### config.mk
export PLATFORM = sky130hd
export DESIGN_NAME = mdu_iter_flat
export DESIGN_NICKNAME = d
export VERILOG_FILES = /design/src/rtl/mdu_iter_pkg.sv /design/src/rtl/mdu_iter_if.sv /design/src/rtl/mdu_div_stage.sv /design/src/rtl/mdu_iter.sv /design/src/flat_wrapper.sv
export SDC_FILE = /design/constraint.sdc
export NUM_CORES = 1
export LEC_CHECK = 0
export BUFFER_PORTS_ARGS = -buffer_cell sky130_fd_sc_hd__buf_4
export CORE_ASPECT_RATIO = 1.25
export CORE_MARGIN = 1
export CORE_UTILIZATION = 50
export CTS_BUF_LIST = sky130_fd_sc_hd__clkbuf_2 sky130_fd_sc_hd__clkbuf_4 sky130_fd_sc_hd__clkbuf_8
export CTS_CLUSTER_SIZE = 24
export DETAILED_ROUTE_END_ITERATION = 8
export PLACE_DENSITY = 0.74
export REMOVE_ABC_BUFFERS = 1
export SYNTH_ARGS = -nofsm -noshare
export SYNTH_HDL_FRONTEND = slang
export SYNTH_SLANG_ARGS = --single-unit
### constraint.sdc
create_clock -name clk -period 6.7 [get_ports clk]
set_clock_uncertainty 0.15 [all_clocks]
set_input_delay 1.34 -clock clk [delete_from_list [all_inputs] [get_ports clk]]
set_output_delay 1.34 -clock clk [all_outputs]
set_load 0.005 [all_outputs]
### src/rtl/mdu_iter_pkg.sv
// Shared types for the iterative multiply/divide unit.
// Latency: none (types and pure functions only).
// Backpressure: n/a.
package mdu_pkg;

  typedef enum logic [3:0] {
    NOP,
    READ_LO,
    READ_HI,
    WRITE_LO,
    WRITE_HI,
    MUL_S,
    MUL_U,
    MADD_S,
    MADD_U,
    MSUB_S,
    MSUB_U,
    DIV_S,
    DIV_U
  } mdu_op_t;

  typedef enum logic [1:0] {
    ST_IDLE,
    ST_RUN,
    ST_FIX
  } mdu_state_t;

  // Ops that start an iteration (multiply, accumulate or divide).
  function automatic logic mdu_is_start(input mdu_op_t op);
    return (op >= MUL_S) && (op <= DIV_U);
  endfunction

  // Ops whose operands are two's complement.
  function automatic logic mdu_is_signed(input mdu_op_t op);
    return (op == MUL_S) || (op == MADD_S) || (op == MSUB_S) || (op == DIV_S);
  endfunction

  function automatic logic mdu_is_div(input mdu_op_t op);
    return (op == DIV_S) || (op == DIV_U);
  endfunction

endpackage

### src/rtl/mdu_iter_if.sv
// Request/response bundle between the EX stage and the multiply/divide unit.
// Latency: none (wires only).
// Backpressure: requester must hold off while busy_o is high.
interface mdu_iter_if #(
  parameter int WIDTH = 32
);
  import mdu_pkg::*;

  logic             valid_i;
  mdu_op_t          op_i;
  logic [WIDTH-1:0] a_i;
  logic [WIDTH-1:0] b_i;
  logic             flush_i;
  logic             busy_o;
  logic             done_o;
  logic [WIDTH-1:0] rdata_o;

  modport master (
    output valid_i, op_i, a_i, b_i, flush_i,
    input  busy_o, done_o, rdata_o
  );

  modport slave (
    input  valid_i, op_i, a_i, b_i, flush_i,
    output busy_o, done_o, rdata_o
  );

endinterface

### src/rtl/mdu_div_stage.sv
// One restoring-division step: shift in a dividend bit, trial subtract, select.
// Latency: combinational.
// Backpressure: none.
module mdu_div_stage #(
  parameter int WIDTH = 32
) (
  input  logic [WIDTH-1:0] i_rem,
  input  logic [WIDTH-1:0] i_quo,
  input  logic [WIDTH-1:0] i_div,
  output logic [WIDTH-1:0] o_rem,
  output logic [WIDTH-1:0] o_quo
);

  logic [WIDTH:0]   w_shift;
  logic [WIDTH-1:0] w_diff;
  logic             w_ge;

  // Partial remainder with the next dividend bit (MSB of the quotient reg) appended.
  assign w_shift = {i_rem, i_quo[WIDTH-1]};
  assign w_ge    = (w_shift >= {1'b0, i_div});
  // When w_ge holds the true difference is below the divisor, so WIDTH bits suffice.
  assign w_diff  = w_shift[WIDTH-1:0] - i_div;
  assign o_rem   = w_ge ? w_diff : w_shift[WIDTH-1:0];
  assign o_quo   = {i_quo[WIDTH-2:0], w_ge};

endmodule

### src/rtl/mdu_iter.sv
// Iterative multiply/divide unit with MADD/MSUB, HI/LO registers and flush.
// Latency: WIDTH/STEP RUN cycles + 1 FIX cycle; done_o the cycle after commit.
// Backpressure: busy_o high while iterating; requests presented then are dropped.
module mdu_iter
  import mdu_pkg::*;
#(
  parameter int WIDTH = 32,
  parameter int STEP  = 1
) (
  input logic       clk,
  input logic       rst,
  mdu_iter_if.slave mdu
);

  localparam int N  = WIDTH / STEP;
  localparam int CW = $clog2(N + 1);

  localparam logic [1:0] S_IDLE = ST_IDLE;
  localparam logic [1:0] S_RUN  = ST_RUN;
  localparam logic [1:0] S_FIX  = ST_FIX;

  logic [1:0]       r_state;
  logic [CW-1:0]    r_cnt;
  mdu_op_t          r_op;
  logic             r_sa;
  logic             r_sb;
  logic [WIDTH-1:0] r_opd;   // multiplicand or divisor magnitude
  logic [WIDTH-1:0] r_wh;    // product high half / partial remainder
  logic [WIDTH-1:0] r_wl;    // multiplier then product low half / quotient
  logic [WIDTH-1:0] r_hi;
  logic [WIDTH-1:0] r_lo;
  logic             r_busy;
  logic             r_done;

  logic             w_accept;
  logic             w_signed;
  logic             w_a_neg;
  logic             w_b_neg;
  logic [WIDTH-1:0] w_a_mag;
  logic [WIDTH-1:0] w_b_mag;

  // A flush in the same cycle as a request cancels that request too.
  assign w_accept = mdu.valid_i & ~r_busy & ~mdu.flush_i;
  assign w_signed = mdu_is_signed(mdu.op_i);
  assign w_a_neg  = w_signed & mdu.a_i[WIDTH-1];
  assign w_b_neg  = w_signed & mdu.b_i[WIDTH-1];
  assign w_a_mag  = w_a_neg ? (~mdu.a_i + 1'b1) : mdu.a_i;
  assign w_b_mag  = w_b_neg ? (~mdu.b_i + 1'b1) : mdu.b_i;

  // Shift-add multiply: STEP multiplier bits retired per cycle.
  logic [WIDTH:0]   v_t;
  logic [WIDTH-1:0] v_h;
  logic [WIDTH-1:0] v_l;
  always_comb begin
    v_h = r_wh;
    v_l = r_wl;
    v_t = '0;
    for (int i = 0; i < STEP; i++) begin
      v_t = {1'b0, v_h} + (v_l[0] ? {1'b0, r_opd} : {(WIDTH+1){1'b0}});
      v_l = {v_t[0], v_l[WIDTH-1:1]};
      v_h = v_t[WIDTH:1];
    end
  end

  // Restoring divide: STEP chained stages per cycle.
  logic [WIDTH-1:0] w_rem [0:STEP];
  logic [WIDTH-1:0] w_quo [0:STEP];
  assign w_rem[0] = r_wh;
  assign w_quo[0] = r_wl;
  for (genvar g = 0; g < STEP; g++) begin : g_div
    mdu_div_stage #(.WIDTH(WIDTH)) u_stage (
      .i_rem (w_rem[g]),
      .i_quo (w_quo[g]),
      .i_div (r_opd),
      .o_rem (w_rem[g+1]),
      .o_quo (w_quo[g+1])
    );
  end

  logic             w_is_div;
  logic [WIDTH-1:0] w_it_h;
  logic [WIDTH-1:0] w_it_l;
  assign w_is_div = mdu_is_div(r_op);
  assign w_it_h   = w_is_div ? w_rem[STEP] : v_h;
  assign w_it_l   = w_is_div ? w_quo[STEP] : v_l;

  // Sign restoration and accumulation applied on the FIX edge.
  logic [2*WIDTH-1:0] w_prod;
  logic [2*WIDTH-1:0] w_prod_s;
  logic [WIDTH-1:0]   w_quo_s;
  logic [WIDTH-1:0]   w_rem_s;
  logic [2*WIDTH-1:0] w_res;
  assign w_prod   = {r_wh, r_wl};
  assign w_prod_s = (r_sa ^ r_sb) ? (~w_prod + 1'b1) : w_prod;
  assign w_quo_s  = (r_sa ^ r_sb) ? (~r_wl + 1'b1) : r_wl;
  // Remainder follows the dividend; with a zero divisor it is the dividend itself.
  assign w_rem_s  = r_sa ? (~r_wh + 1'b1) : r_wh;

  // Select the value committed to {HI,LO} according to the latched op.
  always_comb begin
    w_res = w_prod_s;
    unique case (r_op)
      MADD_S, MADD_U: w_res = {r_hi, r_lo} + w_prod_s;
      MSUB_S, MSUB_U: w_res = {r_hi, r_lo} - w_prod_s;
      DIV_S, DIV_U:   w_res = {w_rem_s, (r_opd == '0) ? {WIDTH{1'b1}} : w_quo_s};
      default:        w_res = w_prod_s;
    endcase
  end

  // FSM, working registers, HI/LO and status flags.
  always_ff @(posedge clk) begin
    if (!rst) begin
      r_state <= S_IDLE;
      r_cnt   <= '0;
      r_op    <= NOP;
      r_sa    <= 1'b0;
      r_sb    <= 1'b0;
      r_opd   <= '0;
      r_wh    <= '0;
      r_wl    <= '0;
      r_hi    <= '0;
      r_lo    <= '0;
      r_busy  <= 1'b0;
      r_done  <= 1'b0;
    end else begin
      r_done <= 1'b0;
      case (r_state)
        S_IDLE: begin
          if (w_accept) begin
            if (mdu.op_i == WRITE_HI) r_hi <= mdu.a_i;
            if (mdu.op_i == WRITE_LO) r_lo <= mdu.a_i;
            if (mdu_is_start(mdu.op_i)) begin
              r_state <= S_RUN;
              r_busy  <= 1'b1;
              r_cnt   <= CW'(N);
              r_op    <= mdu.op_i;
              r_sa    <= w_a_neg;
              r_sb    <= w_b_neg;
              r_wh    <= '0;
              if (mdu_is_div(mdu.op_i)) begin
                r_opd <= w_b_mag;
                r_wl  <= w_a_mag;
              end else begin
                r_opd <= w_a_mag;
                r_wl  <= w_b_mag;
              end
            end
          end
        end
        S_RUN: begin
          if (mdu.flush_i) begin
            r_state <= S_IDLE;
            r_busy  <= 1'b0;
          end else begin
            r_wh  <= w_it_h;
            r_wl  <= w_it_l;
            r_cnt <= r_cnt - 1'b1;
            if (r_cnt == CW'(1)) r_state <= S_FIX;
          end
        end
        S_FIX: begin
          r_state <= S_IDLE;
          r_busy  <= 1'b0;
          if (!mdu.flush_i) begin
            {r_hi, r_lo} <= w_res;
            r_done       <= 1'b1;
          end
        end
        default: begin
          r_state <= S_IDLE;
          r_busy  <= 1'b0;
        end
      endcase
    end
  end

  assign mdu.busy_o  = r_busy;
  assign mdu.done_o  = r_done;
  assign mdu.rdata_o = (mdu.op_i == READ_HI) ? r_hi : r_lo;

endmodule

### src/flat_wrapper.sv
// flat-port wrapper written by rule: the top's interface ports become plain ports
module mdu_iter_flat import mdu_pkg::*;
#(
  parameter int WIDTH = 32,
  parameter int STEP  = 1
)
  (clk, rst, mdu_valid_i, mdu_op_i, mdu_a_i, mdu_b_i, mdu_flush_i, mdu_busy_o, mdu_done_o, mdu_rdata_o);
  mdu_iter_if #(.WIDTH(WIDTH)) mdu_i ();
  input logic clk;
  input logic rst;
  input wire logic [$bits(mdu_i.valid_i)-1:0] mdu_valid_i;
  input wire logic [$bits(mdu_i.op_i)-1:0] mdu_op_i;
  input wire logic [$bits(mdu_i.a_i)-1:0] mdu_a_i;
  input wire logic [$bits(mdu_i.b_i)-1:0] mdu_b_i;
  input wire logic [$bits(mdu_i.flush_i)-1:0] mdu_flush_i;
  output wire logic [$bits(mdu_i.busy_o)-1:0] mdu_busy_o;
  output wire logic [$bits(mdu_i.done_o)-1:0] mdu_done_o;
  output wire logic [$bits(mdu_i.rdata_o)-1:0] mdu_rdata_o;
  assign mdu_i.valid_i = mdu_valid_i;
  assign mdu_i.op_i = mdu_op_i;
  assign mdu_i.a_i = mdu_a_i;
  assign mdu_i.b_i = mdu_b_i;
  assign mdu_i.flush_i = mdu_flush_i;
  assign mdu_busy_o = mdu_i.busy_o;
  assign mdu_done_o = mdu_i.done_o;
  assign mdu_rdata_o = mdu_i.rdata_o;
  mdu_iter #(.WIDTH(WIDTH), .STEP(STEP)) u_core (.clk(clk), .rst(rst), .mdu(mdu_i));
endmodule
==> metrics <==
layout cells sized above 1=12.2%; endpoints failing hold=0; reg2reg start=u_core.r_wl[0]; commonest non-fill, non-tap cell in the layout=nand2_1; clock sink count=176; Setup Slack @ Placement=-0.235 ns; Root Buffer=clkbuf_8; Final setup viols=0; Seq/Total Area, Yosys=15.8%; outcome=finished, final reports clean; Slew Viols, Final=0; slowest CP cell=or4b_1; die area=45400 µm²; RSZ-0062 raised after global routing=yes; Static Leakage=0.0102 µW; FP Rows=86; DPL Wire Length=75400 µm; Num CTS Buffers=17; worst-path cell chain=inv_1 > ha_1 > or4b_1 > a2111o_1 > a21oi_2 > o211ai_1 > nor3_2 > nand4_1 > or2_2 > o21ai_0 > xor2_1 > ha_1 > a21oi_1 > o21ai_0 > a21oi_2 > o2111ai_2 > a31o_2 > o31ai_4 > buf_4 > a311oi_2 > and4_1 > a2111oi_2 > xor2_1 > o32ai_1; Yosys Warn Count=0; placed cell area=24000 µm²; hold buffers post-CTS=0; DRT Pass-1 Iters=6; CTS tree=done; startpoint class of the critical path=flop; Slew @ Worst Pin=1.15 ns; ranking of synthesized cells by area=dfxtp_1 (16%), a21oi_1 (7.7%), ha_1 (7.5%); post-route cell area=24600 µm²; EDFF count, synth=0; routed len/inst=25.2 µm; commonest cells after routing, fill and taps aside=nand2_1 (348), a21oi_1 (342), nor2_1 (325); die width=191 µm; final setup margin=0.191 ns; critical path arrival=6.83 ns; worst hold-check path type=flop to flop; Placer Congestion=1.08; DRC=0; initial DRC count=2717; hold path cells=2; Max-Cap Viols=0; crit path from=u_core.r_wl[0]; Worst EP required=7.02 ns; fin crit share=97.1%; largest net degree at the start of global routing=68; post-synth top area share=15.8%; DRT antenna net count=0; min Tclk post-route=6.51 ns; # fillers=4352; Die H=238 µm; Top delay family on crit path=compound AO/OA/AOI/OAI gates; initial antenna violation count=2; hold_sp=u_core.r_lo[0]; Detailed Route WL=96400 µm; Slew Limit Headroom=22.9%; clk buf depth=2; Initial Util=50.6%; Synth Register Bits=176; total gr overflow=0; Cell Pwr Density=163 nW/µm²; critical path endpoint category=flop; Clk pin slew, worst setup/hold paths=0.10 ns; antenna diode count=0; max incr delay on CP=0.47 ns; ys flop type=dfxtp_1; via/cell ratio=6.66; Post-Syn Area=22300 µm²; CP max FO=4; crit path buf inv count=2; Worst-Skew Late Latency=0.57 ns; path depth of the worst reg2reg path=24; ys async rst share=0%; first-pass GRT wire length=143000 µm; vias in the first global route=24200; total power=4000 µW; Vias=25500; H-tree levels=4; CP Class=flop to flop; Syn Area/Cell=6.93 µm²; GRT Util Overall=41.5%; Area Growth Syn to Fin=10.4%; I/O Buffers=105; CORE AREA=44000 µm²; Worst VDD drop=0.171 mV; Cells after Synth=3214; fmax=154 MHz; fin nets=3455; # IOs=106; Sum Neg Setup Slack=0 ns; Worst path depth=24; Synth cell types=93; Synth area leader=dfxtp_1
## path summary, 6_finish.rpt
| kind | end | slack [ns] |
|---|---|---|
| hold / removal | u_core.r_lo[0] | 0.32 |
| setup / recovery | u_core.r_hi[30] | 0.19 |
| setup reg to reg | u_core.r_hi[30] | 0.19 |
| hold reg to reg | u_core.r_lo[0] | 0.32 |
## synth_stat cells, types with 16 or more instances
| cell type | n |
|---|---|
| nand4_1 | 43 |
| clkbuf_1 | 202 |
| nor2b_1 | 28 |
| o31ai_1 | 29 |
| o211ai_1 | 48 |
| and2_1 | 22 |
| buf_1 | 23 |
| a31oi_1 | 50 |
| xor2_1 | 142 |
| a21o_1 | 87 |
| a21oi_1 | 344 |
| o21ai_0 | 174 |
| o221ai_1 | 42 |
| ha_1 | 133 |
| inv_1 | 87 |
| nand2_1 | 350 |
| xnor2_1 | 179 |
| and3_1 | 25 |
| nor3_1 | 106 |
| or4_1 | 17 |
| mux2_2 | 33 |
| nand2b_1 | 33 |
| nand3_1 | 66 |
| o21a_1 | 18 |
| mux2i_1 | 46 |
| nor2_1 | 327 |
| or3_1 | 30 |
| dfxtp_1 | 176 |
| o21bai_1 | 16 |
| a211oi_1 | 49 |
| nor4_1 | 45 |
## kinds of logic after synthesis
kind of cell	synth area share, %
AOI/OAI and AO/OA	29.1
xor gates and xnor gates	12.8
adders and majority gates	7.75
buffers and inverters	5.56
DFF	15.8
muxes	3.79
and+or+nand+nor	25.2
## routing by layer
metal | routed length, µm | GRT usage [%] | vias up
li1 | - | - | 11700
met1 | 37100 | 49.4 | 12100
met2 | 44500 | 68.8 | 1369
met3 | 7910 | 6.10 | 347
met4 | 6940 | 28.0 | 0
met5 | 0 | 0 | -
## registers in the layout, indices dropped and copies added, names as in the netlist
name	cells
u_core.mdu.busy_o	1
u_core.r_sb	1
u_core.r_hi	32
u_core.mdu.done_o	1
u_core.r_wh	32
u_core.r_cnt	6
u_core.r_opd	32
u_core.r_sa	1
u_core.r_wl	32
u_core.r_op	4
u_core.r_lo	32
u_core.r_state	2
## layout make-up
type	count	area [µm²]	area share, %
clock buffers	18	248	1.01
clock inverters	13	179	0.728
inverters	87	329	1.34
multi-input cells	2716	17700	72.1
flip-flops and latches	176	3520	14.3
well taps	572	716	2.91
repair buffers	249	1870	7.61
## metrics by stage
| step | hold slack [ns] | std cells | util, % |
|---|---|---|---|
| 6_report | 0.320 | 3831 | 55.8 |
| 3_5_place_dp | 0.308 | 3796 | 54.5 |
| 2_1_floorplan | 0.286 | 2979 | - |
| 3_3_place_gp | 0.296 | 3796 | 54.5 |
| 4_1_cts | 0.322 | 3827 | 55.5 |
| 5_1_grt | 0.352 | 3831 | 55.8 |
## what timing repair did
action / in CTS / in global routing
endpoints found under the setup margin: 1 / 16
hold endpoints to repair: 0 / 0
gates resized for setup: 4 / 20
setup buffers: 0 / 4
pin swaps: 1 / 5
cloned: 0 / 0
## report_power, final
part / total, µW / switching [µW] / leakage [µW] / internal (µW)
Sequential: 1140 / 55.6 / 0.00142 / 1080
Combinational: 1980 / 1240 / 0.00860 / 735
Clock: 883 / 498 / 0.000206 / 385
Total: 4000 / 1800 / 0.0102 / 2200
## worst min-delay path, cell delays in order (launching register included)
cell	delay, ns
dfxtp_1	0.32
nand2_1	0.05
a21oi_1	0.06
Power figures use the tool's default switching activity.
